### config.mk
export PLATFORM = sky130hd
export DESIGN_NAME = bitwise_alu_pipe
export DESIGN_NICKNAME = d
export VERILOG_FILES = /design/src/rtl/bitwise_alu_pipe.sv
export SDC_FILE = /design/constraint.sdc
export NUM_CORES = 1
export LEC_CHECK = 0
export ABC_AREA = 1
export BUFFER_PORTS_ARGS = -buffer_cell sky130_fd_sc_hd__buf_4
export CORE_AREA = 2 2 75 77
export CTS_BUF_LIST = sky130_fd_sc_hd__clkbuf_16
export DETAILED_ROUTE_END_ITERATION = 7
export DIE_AREA = 0 0 77 79
export PLACE_DENSITY = 0.83
export SETUP_SLACK_MARGIN = 0.02
export SYNTH_ARGS = -nofsm -noshare
export SYNTH_HDL_FRONTEND = slang
export SYNTH_SLANG_ARGS = --single-unit
export TNS_END_PERCENT = 10
### constraint.sdc
create_clock -name clk -period 2.08 [get_ports clk]
set_input_delay 0.312 -clock clk [delete_from_list [all_inputs] [get_ports clk]]
set_output_delay 0.312 -clock clk [all_outputs]
set_load 0.005 [all_outputs]
### src/rtl/bitwise_alu_pipe.sv
// rtl/bitwise_alu_pipe.sv - bitwise ALU with a 2-entry in-order result buffer
// Valid/ready on both sides; in_ready depends only on stored occupancy.
module bitwise_alu_pipe #(
  parameter int WIDTH = 8,
  parameter int CNT_W = 16
) (
  input  logic             clk,
  input  logic             rst_n,
  input  logic             in_valid,
  output logic             in_ready,
  input  logic [2:0]       in_op,
  input  logic [WIDTH-1:0] in_a,
  input  logic [WIDTH-1:0] in_b,
  output logic             out_valid,
  input  logic             out_ready,
  output logic [WIDTH-1:0] out_result,
  output logic             out_zero,
  output logic             out_parity,
  output logic [CNT_W-1:0] op_count
);

  typedef struct packed {
    logic [WIDTH-1:0] result;
    logic             zero;
    logic             parity;
  } entry_t;

  localparam entry_t ENTRY_RST = '{result: '0, zero: 1'b1, parity: 1'b0};

  entry_t           head_q, head_d;
  entry_t           tail_q, tail_d;
  entry_t           new_entry;
  logic [1:0]       count_q, count_d;
  logic             in_ready_q;
  logic [CNT_W-1:0] op_count_q;
  logic [WIDTH-1:0] alu_res;
  logic             push;
  logic             pop;

  always_comb begin
    alu_res = '0;
    case (in_op)
      3'b000:  alu_res = in_a & in_b;
      3'b001:  alu_res = in_a | in_b;
      3'b010:  alu_res = in_a ^ in_b;
      3'b011:  alu_res = ~(in_a & in_b);
      3'b100:  alu_res = ~(in_a | in_b);
      3'b101:  alu_res = ~(in_a ^ in_b);
      3'b110:  alu_res = ~in_a;
      default: alu_res = in_b;
    endcase
  end

  assign new_entry = '{result: alu_res, zero: (alu_res == '0), parity: ^alu_res};

  assign out_valid = (count_q != 2'd0);
  assign in_ready  = in_ready_q;
  assign push      = in_valid && in_ready_q;
  assign pop       = out_valid && out_ready;

  // Head is always slot 0; a pop from a full buffer shifts the tail forward.
  always_comb begin
    count_d = count_q;
    head_d  = head_q;
    tail_d  = tail_q;
    case (count_q)
      2'd0: begin
        if (push) begin
          head_d  = new_entry;
          count_d = 2'd1;
        end
      end
      2'd1: begin
        if (push && pop) begin
          head_d = new_entry;
        end else if (push) begin
          tail_d  = new_entry;
          count_d = 2'd2;
        end else if (pop) begin
          count_d = 2'd0;
        end
      end
      2'd2: begin
        if (pop) begin
          head_d  = tail_q;
          count_d = 2'd1;
        end
      end
      default: count_d = 2'd0;
    endcase
  end

  always_ff @(posedge clk or negedge rst_n) begin
    if (!rst_n) begin
      count_q    <= 2'd0;
      in_ready_q <= 1'b1;
      head_q     <= ENTRY_RST;
      tail_q     <= ENTRY_RST;
      op_count_q <= '0;
    end else begin
      count_q    <= count_d;
      in_ready_q <= (count_d != 2'd2);
      head_q     <= head_d;
      tail_q     <= tail_d;
      if (push) begin
        op_count_q <= op_count_q + CNT_W'(1);
      end
    end
  end

  assign out_result = head_q.result;
  assign out_zero   = head_q.zero;
  assign out_parity = head_q.parity;
  assign op_count   = op_count_q;

endmodule

==> Word-level counts from Yosys, hierarchy flattened <==
Index checks and enable logic that the tools add are counted.
{ "totals": {"reg_bits": 39, "inputBits": 23, "output_inout_bits": 28, "word_cells": 52} }
{ "op_classes": {"add_sub_neg": 1, "eq_ne": 12, "muxes": 11, "n_bitwise": 8, "reduce_logical": 11} }
{ "ops": {"columns": ["op", "count"], "rows": [
  ["8-bit case mux with 7 select lines", 1],
  ["8-bit inverter", 4],
  ["10-bit two-way mux", 3],
  ["10-bit case mux with 3 select lines", 1],
  ["16-bit by 1-bit adder with 16-bit output, second input constant", 1],
  ["2-bit two-way mux", 5],
  ["3-bit == test, second input constant", 3],
  ["8-bit AND", 1],
  ["8-bit zero test", 1],
  ["2-bit inequality test, second input constant", 4],
  ["8-bit OR", 1],
  ["8-bit XOR reduction", 1],
  ["8-bit XOR", 1],
  ["3-bit by 2-bit == test with 1-bit output, second input constant", 2],
  ["2-bit case mux with 3 select lines", 1],
  ["4-bit AND reduction", 1],
  ["3-bit by 1-bit == test with 1-bit output, second input constant", 1],
  ["1-bit logical AND", 3],
  ["3-bit zero test", 1],
  ["3-bit AND reduction", 1],
  ["3-bit nonzero test", 1],
  ["2-bit by 1-bit == test with 1-bit output, second input constant", 1],
  ["2-bit == test, second input constant", 1],
  ["2-bit zero test", 1],
  ["2 further kinds", 2]
]} }

==> Longest topological paths before layout <==
Gate-level depths: netlist of the first run.
{ "depth": {"word_depth": 7, "ltp_mapped": 13} }

==> Least setup slack after synthesis of the first run <==
No wires, ideal clock.
{ "synth_path": {"path_kind": "input to register", "startpoint": "input port in_op[0]", "endpoint": "register head_q, in the netlist out_parity", "setup_time_ns": 0.123, "t_arrival_ns": 1.837, "t_required_ns": 1.957, "slack_ns": 0.120, "stages": 12, "cell_sequence": "inv_2 -> buf_2 -> nand3_1 -> o21ai_1 -> nor2_1 -> nand3_1 -> nand2_1 -> ha_1 -> xor2_1 -> xnor2_1 -> o21ai_0 -> nand2_1"} }
{ "synth_between": {"elab_chain_cells": 5} }
{ "synth_rtl": {"columns": ["item", "line", "text"], "rows": [
  ["start, declared", "11", "input logic [2:0] in_op,"],
  ["3-bit == test, or another cell as far along", "42", "case (in_op)"],
  ["8-bit case mux with 7 select lines *", "42", null],
  ["8-bit XOR reduction *", "54", "assign new_entry = '{result: alu_res, zero: (alu_res == '0), parity: ^alu_res};"],
  ["10-bit two-way mux (on tied branches)", "74, 68", null],
  ["10-bit case mux with 3 select lines *", "66", "case (count_q)"],
  ["end signal, assigned", "97", "head_q <= ENTRY_RST;"],
  ["end signal, assigned", "103", "head_q <= head_d;"],
  ["end, declared", "30", "entry_t head_q, head_d;"]
]} }
Mark *: on every way between the ends. The rest lies on a longest branch, timed or not. The select of a mux whose other input is x is not followed.
A chain may end at the register's enable or synchronous reset.

==> Worst setup path in the final report of the first run <==
Ends and elaborated chain as after synthesis.

==> results of run 1 <==
flip-flops by register name, summed over array words and instances, names as in the netlist:
register and cells:
count_q 2, in_ready 1, op_count 16, out_parity 1, out_result 8, out_zero 1, tail_q 10
per-stage QoR:
step                cells  hold WS (ns)  power [mW]  cell area, sq um  worst slack, ns
finish                554       -0.0135        3.35              3620            0.185
global route          554        0.0351        3.61              3620           0.0829
CTS                   554       0.00756        3.37              3620            0.172
detailed placement    547         0.306        2.65              3490           -0.128
global placement      547         0.301        2.60              3490          -0.0254
floorplan             409        0.0164        2.05              2850            0.120
critical path: cells and delay by family:
family                   cells  cell delay (ns)
buffers and inverters        3             0.42
adder cells (fa/ha/maj)      1             0.30
AND/OR/NAND/NOR              5             0.42
XOR/XNOR                     2             0.32
AO/OA/AOI/OAI                2             0.30
logic make-up after synthesis:
family                     Yosys count  synth area share [%]
DFF                                 39                  34.4
xor gates and xnor gates            14                  4.31
AOI/OAI and AO/OA                   20                  3.69
and+or+nand+nor                    254                  40.0
adders and majority gates           21                  9.23
buffers and inverters               61                  8.40
worst paths after layout:
check / from / endpoint / slack (ns)
max: in_op[0] / out_parity / 0.18
min: rst_n / out_result[3] / -0.01
max reg2reg: in_ready / op_count[13] / 0.27
min reg2reg: tail_q[3] / tail_q[3] / 0.48
max in group asynchronous: rst_n / in_ready / 1.72
min in group clk: out_ready / count_q[0] / 0.27
layer usage:
layer	share of wire, %	wire, um	GRT usage, %
met1	43	3080	30.8
met2	51	3670	43.4
met3	4.8	345	4.32
met4	1.1	82	5.71
met5	0	0	0
layout make-up:
cell class / count / area, sq um / share of cell area, %
clock buffer: 5 / 125 / 3.45
clock inverter: 2 / 11.3 / 0.311
inverter: 50 / 188 / 5.18
multi-input combinational: 309 / 1630 / 44.9
sequential: 39 / 980 / 27.0
tap: 72 / 90.1 / 2.49
timing repair buffer: 77 / 603 / 16.6
power by group:
group          leakage (nW)  switching (mW)  internal [mW]
registers             0.495           0.216           1.05
clock network        0.0671           0.274          0.432
logic                  1.44           0.751          0.630
total                  2.00            1.24           2.11
placed cells by master (no fill, tap or decap):
cell	Yosys	layout
ha_1	21	21
clkbuf_16	0	5
o31ai_1	2	2
dfstp_2	3	3
nand2_2	1	1
clkinvlp_4	0	1
o21ai_0	5	5
o21ai_1	10	10
nand3b_1	9	9
nor3b_2	1	1
nor3_1	2	2
nand4_1	23	23
a21oi_1	3	3
nor2_1	50	50
inv_1	41	42
nand2_1	126	126
nor2_4	3	3
nor2_2	2	2
nand3_1	36	36
nor3_2	1	1
xor2_1	7	7
inv_2	9	9
xnor2_1	7	7
dfrtp_1	36	36
buf_4	0	75
buf_12	0	2
==> reports/results.txt, run 1 <==
P per Cell Area: 925 nW/um^2
worst reg-to-reg path cell count: 7
CP cell instances: buf_4 -> inv_2 -> nand3_1 -> buf_4 -> o21ai_1 -> nor2_1 -> nand3_1 -> nand2_1 -> ha_1 -> xnor2_1 -> xnor2_1 -> o21ai_0 -> nand2_1
PostCTS Resize Cnt: 0
Cell Area, Synth: 2850 sq um
post-CTS setup buffers: 0
Worst-path clk slew: 0.06 ns
clock skew: 0.00568 ns
Max Cap Viol: 0
Top FF cell, synth: dfrtp_1
WL final: 7170 um
I/O pin cnt: 51
layout cells sized above 1: 21.4%
slowest CP cell: ha_1
Synth area leader: dfrtp_1
Setup Crit Path Kind: primary input to flip-flop
filler instances: 472
WL per Instance: 12.9 um
Iter 0 DRT Violations: 231
# hold bufs at CTS: 0
distinct cell type count after synthesis: 24
# port buffers: 50
initial antenna violation count: 0
sequential share of the synthesized area: 34.4%
vias in the first global route: 2789
DR vias: 2909
total track usage: 24.3%
vias per cell: 5.25
routability cong.: 0.926
end-of-flow core utilization: 67.9%
slew margin rel.: 67.9%
synthesized instance count: 409
RSZ-0062 raised after global routing: no
crit end category: flip-flop
syn_area_per_cell: 6.96 sq um
synthesized flop and latch total: 39
Worst Hold Class: primary input to async pin
area grow syn2layout: 27.3%
fmax: 528 MHz
drt pass-1 iters: 5
largest net degree at the start of global routing: 40
Max FO, Critical Path: 5
DIE AREA: 6080 sq um
status: complete, but fails checks
H-tree lvl count: 2
WHS: -0.0135 ns
clock buffer depth: 2
Setup Total Neg Slack: 0 ns
Chip Height: 79 um
die width: 77 um
DRC Markers: 0
FP Rows: 27
Net Count, Synth: 453
CTS Buf Count: 5
Clock Latency Late Sink: 0.28 ns
most frequent cell after synthesis: nand2_1
Antenna Violating Nets Remaining: 0
Slew Viols, Final: 0
VDD IR-drop max: 0.791 mV
Least-Margin Pin Slew: 0.482 ns
ys async rst share: 100%
worst stage delay on the critical path: 0.30 ns
Yosys top cell area share: 31.6%
number of flops mapped to enable cells by yosys: 0
crit path time final: 1.90 ns
DP HPWL: 5390 um
top cells by count, synth: nand2_1, nor2_1, inv_1
CTS tree: done
root buffer cell: clkbuf_16
Starting Density: 53.3%
CP startpoint kind: primary input
violated checks: hold timing
final hold viol count: 14
Worst EP arrival: 2.06 ns
Synthesis Warnings: 0
most area-consuming cells after synthesis: dfrtp_1, nand2_1, ha_1
Lkg Pwr: 2.00 nW
first-pass GRT wire length: 12100 um
Setup Viol. Count Final: 0
nets: 526
crit share post-route: 91.1%
floorplan core area: 5340 sq um
Req. time, crit path: 2.25 ns
ant diodes: 0
grt total ovfl: 0
# clock sinks: 39
Power figures use the tool's default switching activity.
==> run 2, diff against run 1 <==
--- a/config.mk
+++ b/config.mk
@@ -6,12 +6,14 @@
 export NUM_CORES = 1
 export LEC_CHECK = 0
 export ABC_AREA = 1
+export ABC_CLOCK_PERIOD_IN_PS = 2080
 export BUFFER_PORTS_ARGS = -buffer_cell sky130_fd_sc_hd__buf_4
-export CORE_AREA = 2 2 75 77
+export CORE_AREA = 2 2 101 103
 export CTS_BUF_LIST = sky130_fd_sc_hd__clkbuf_16
 export DETAILED_ROUTE_END_ITERATION = 7
-export DIE_AREA = 0 0 77 79
-export PLACE_DENSITY = 0.83
+export DIE_AREA = 0 0 103 105
+export MAX_ROUTING_LAYER = met4
+export PLACE_DENSITY = 0.52
 export SETUP_SLACK_MARGIN = 0.02
 export SYNTH_ARGS = -nofsm -noshare
 export SYNTH_HDL_FRONTEND = slang
==> run 2 against run 1 <==
  * The flow now finishes without violations
  * Sequential share of layout area down 1.6 points
  * Combinational power grew 4%
  * Setup slack gained 0.042 ns
==> reports/results.txt, run 2 (synthesized netlist as in run 1, its figures left out) <==
Met2 Wirelength: 3630 um (-0.93%)
crit share post-route: 89.1% (-2.0 points)
ant diodes: 0 (unchanged)
status: complete, no violations
crit path time final: 1.85 ns (-0.0425 ns)
RSZ-0062 raised after global routing: no
Worst EP arrival: 2.01 ns (-0.05 ns)
DR vias: 2864 (-1.5%)
P per Cell Area: 893 nW/um^2 (-3.5%)
Starting Density: 29.5% (-24 points)
DP HPWL: 5880 um (+9.0%)
WL per Instance: 12.1 um (-6.9%)
Req. time, crit path: 2.24 ns (about the same)
Slew Viols, Final: 0 (unchanged)
# port buffers: 50 (unchanged)
final hold viol count: 0 (-14)
vias per cell: 4.50 (-14%)
PostCTS Resize Cnt: 0 (unchanged)
area grow syn2layout: 35.4%
routed metal-1 wirelength: 3710 um (+20%)
Reg2Reg Launch Point: in_ready
post-CTS setup buffers: 0 (unchanged)
first-pass GRT wire length: 13200 um (+8.9%)
Iter 0 DRT Violations: 182 (-21%)
crit end category: flip-flop
Setup Total Neg Slack: 0 ns (unchanged)
grt total ovfl: 0 (unchanged)
root buffer cell: clkbuf_16
Pint: 2.17 mW (+2.5%)
combinational share of power: 41.7% (+0.5 points)
sequential share of power: 37.0% (-0.8 points)
die width: 103 um (+34%)
crit path launch: in_a[5]
drt pass-1 iters: 6 (+1)
H-tree lvl count: 2 (unchanged)
fmax: 540 MHz (+2.3%)
floorplan core area: 9640 sq um (+81%)
Net Sw Power: 1.28 mW (+2.8%)
Switching Share: 37.1% (+0.063 points)
total power: 3.44 mW (+2.6%)
vias in the first global route: 2743 (-1.6%)
Setup Crit Path Kind: primary input to flip-flop
clock skew: 0.00442 ns (-0.00126 ns)
CTS Buf Count: 5 (unchanged)
WL final: 7660 um (+6.9%)
most frequent cells in the layout: nand2_1, buf_4, nor2_1
Largest register FFs: 16 (unchanged)
CTS tree: done
largest net degree at the start of global routing: 40 (unchanged)
total track usage: 15.4% (-8.9 points)
layout cells sized above 1: 24.5% (+3.1 points)
I/O pin cnt: 51 (unchanged)
Least-Margin Pin Slew: 0.523 ns (+0.0413 ns)
CP startpoint kind: primary input
DRC Markers: 0 (unchanged)
# hold bufs at CTS: 0 (unchanged)
Antenna Violating Nets Remaining: 0 (unchanged)
FP Rows: 36 (+33%)
Max FO, Critical Path: 3 (-2)
Max Cap Viol: 0 (unchanged)
met3 WL post-DR: 264 um (-23%)
slew margin rel.: 65.1% (-2.8 points)
routability cong.: 0.847 (-8.5%)
Worst Hold Class: primary input to async pin
Clock Latency Late Sink: 0.28 ns (about the same)
Worst-path clk slew: 0.06 ns (about the same)
VDD IR-drop max: 0.456 mV (-42%)
Clk network pwr share: 21.3% (+0.2 points)
DIE AREA: 10800 sq um (+78%)
nets: 546 (+3.8%)
most common cell after layout, fill and taps aside: nand2_1
clock buffer depth: 2 (unchanged)
max layer used: met4
Setup Viol. Count Final: 0 (unchanged)
initial antenna violation count: 0 (unchanged)
Lkg Pwr: 2.09 nW (+4.6%)
Chip Height: 105 um (+33%)
# clock sinks: 39 (unchanged)
-- run 2: metrics by stage --
step | cell area (sq um) | instances | utilization, % | hold slack, ns | setup slack (ns)
floorplan | 2850 | 409 | - | 0.0164 | 0.120
CTS | 3850 | 636 | 40.0 | 0.0283 | 0.218
finish | 3850 | 636 | 40.0 | 0.0105 | 0.227
global route | 3850 | 636 | 40.0 | 0.0507 | 0.0223
detailed placement | 3710 | 628 | 38.5 | 0.325 | -0.0830
global placement | 3710 | 628 | 38.5 | 0.322 | -0.0137
-- run 2: layout make-up --
| class | count | area, sq um |
|---|---|---|
| Clock buffer | 5 | 125 |
| Clock inverter | 3 | 15.0 |
| Sequential cell | 39 | 980 |
| Timing Repair Buffer | 97 | 753 |
| Inverter | 50 | 188 |
| Fill cell | 1053 | 5780 |
| Tap cell | 133 | 166 |
| Multi-Input combinational cell | 309 | 1630 |
-- run 2: worst max-delay path, stage by stage --
cell     delay [ns]
buf_4          0.09
inv_1          0.04
ha_1           0.31
nand4_1        0.10
nand2_1        0.05
nor2_1         0.12
nand3_1        0.14
inv_1          0.12
ha_1           0.24
xnor2_1        0.14
xnor2_1        0.14
o21ai_0        0.15
nand2_1        0.07
-- run 2: metal layers --
layer / up-vias / global-route usage [%]
met1: 1316 / 21.6
met5: - / -
li1: 1500 / -
met2: 43 / 24.0
met4: 0 / 3.20
met3: 5 / 1.87
-- run 2: worst paths after layout --
kind	slack (ns)	cells past startpoint	end
worst max-delay path	0.23	13	out_parity
worst min-delay path	0.01	1	op_count[7]
worst max register to register	0.34	7	op_count[13]
worst min register to register	0.48	2	tail_q[3]
max in group asynchronous	1.70	1	in_ready
min in group clk	0.25	2	count_q[0]
-- run 2: power groups by stage --
stage / combinational [mW] / clock (mW) / sequential, mW
after floorplan: 0.802 / 0 / 1.25
after global placement: 1.44 / 0 / 1.28
after detailed placement: 1.46 / 0 / 1.28
after CTS: 1.47 / 0.754 / 1.28
after global routing: 1.65 / 0.781 / 1.31
final: 1.44 / 0.733 / 1.27
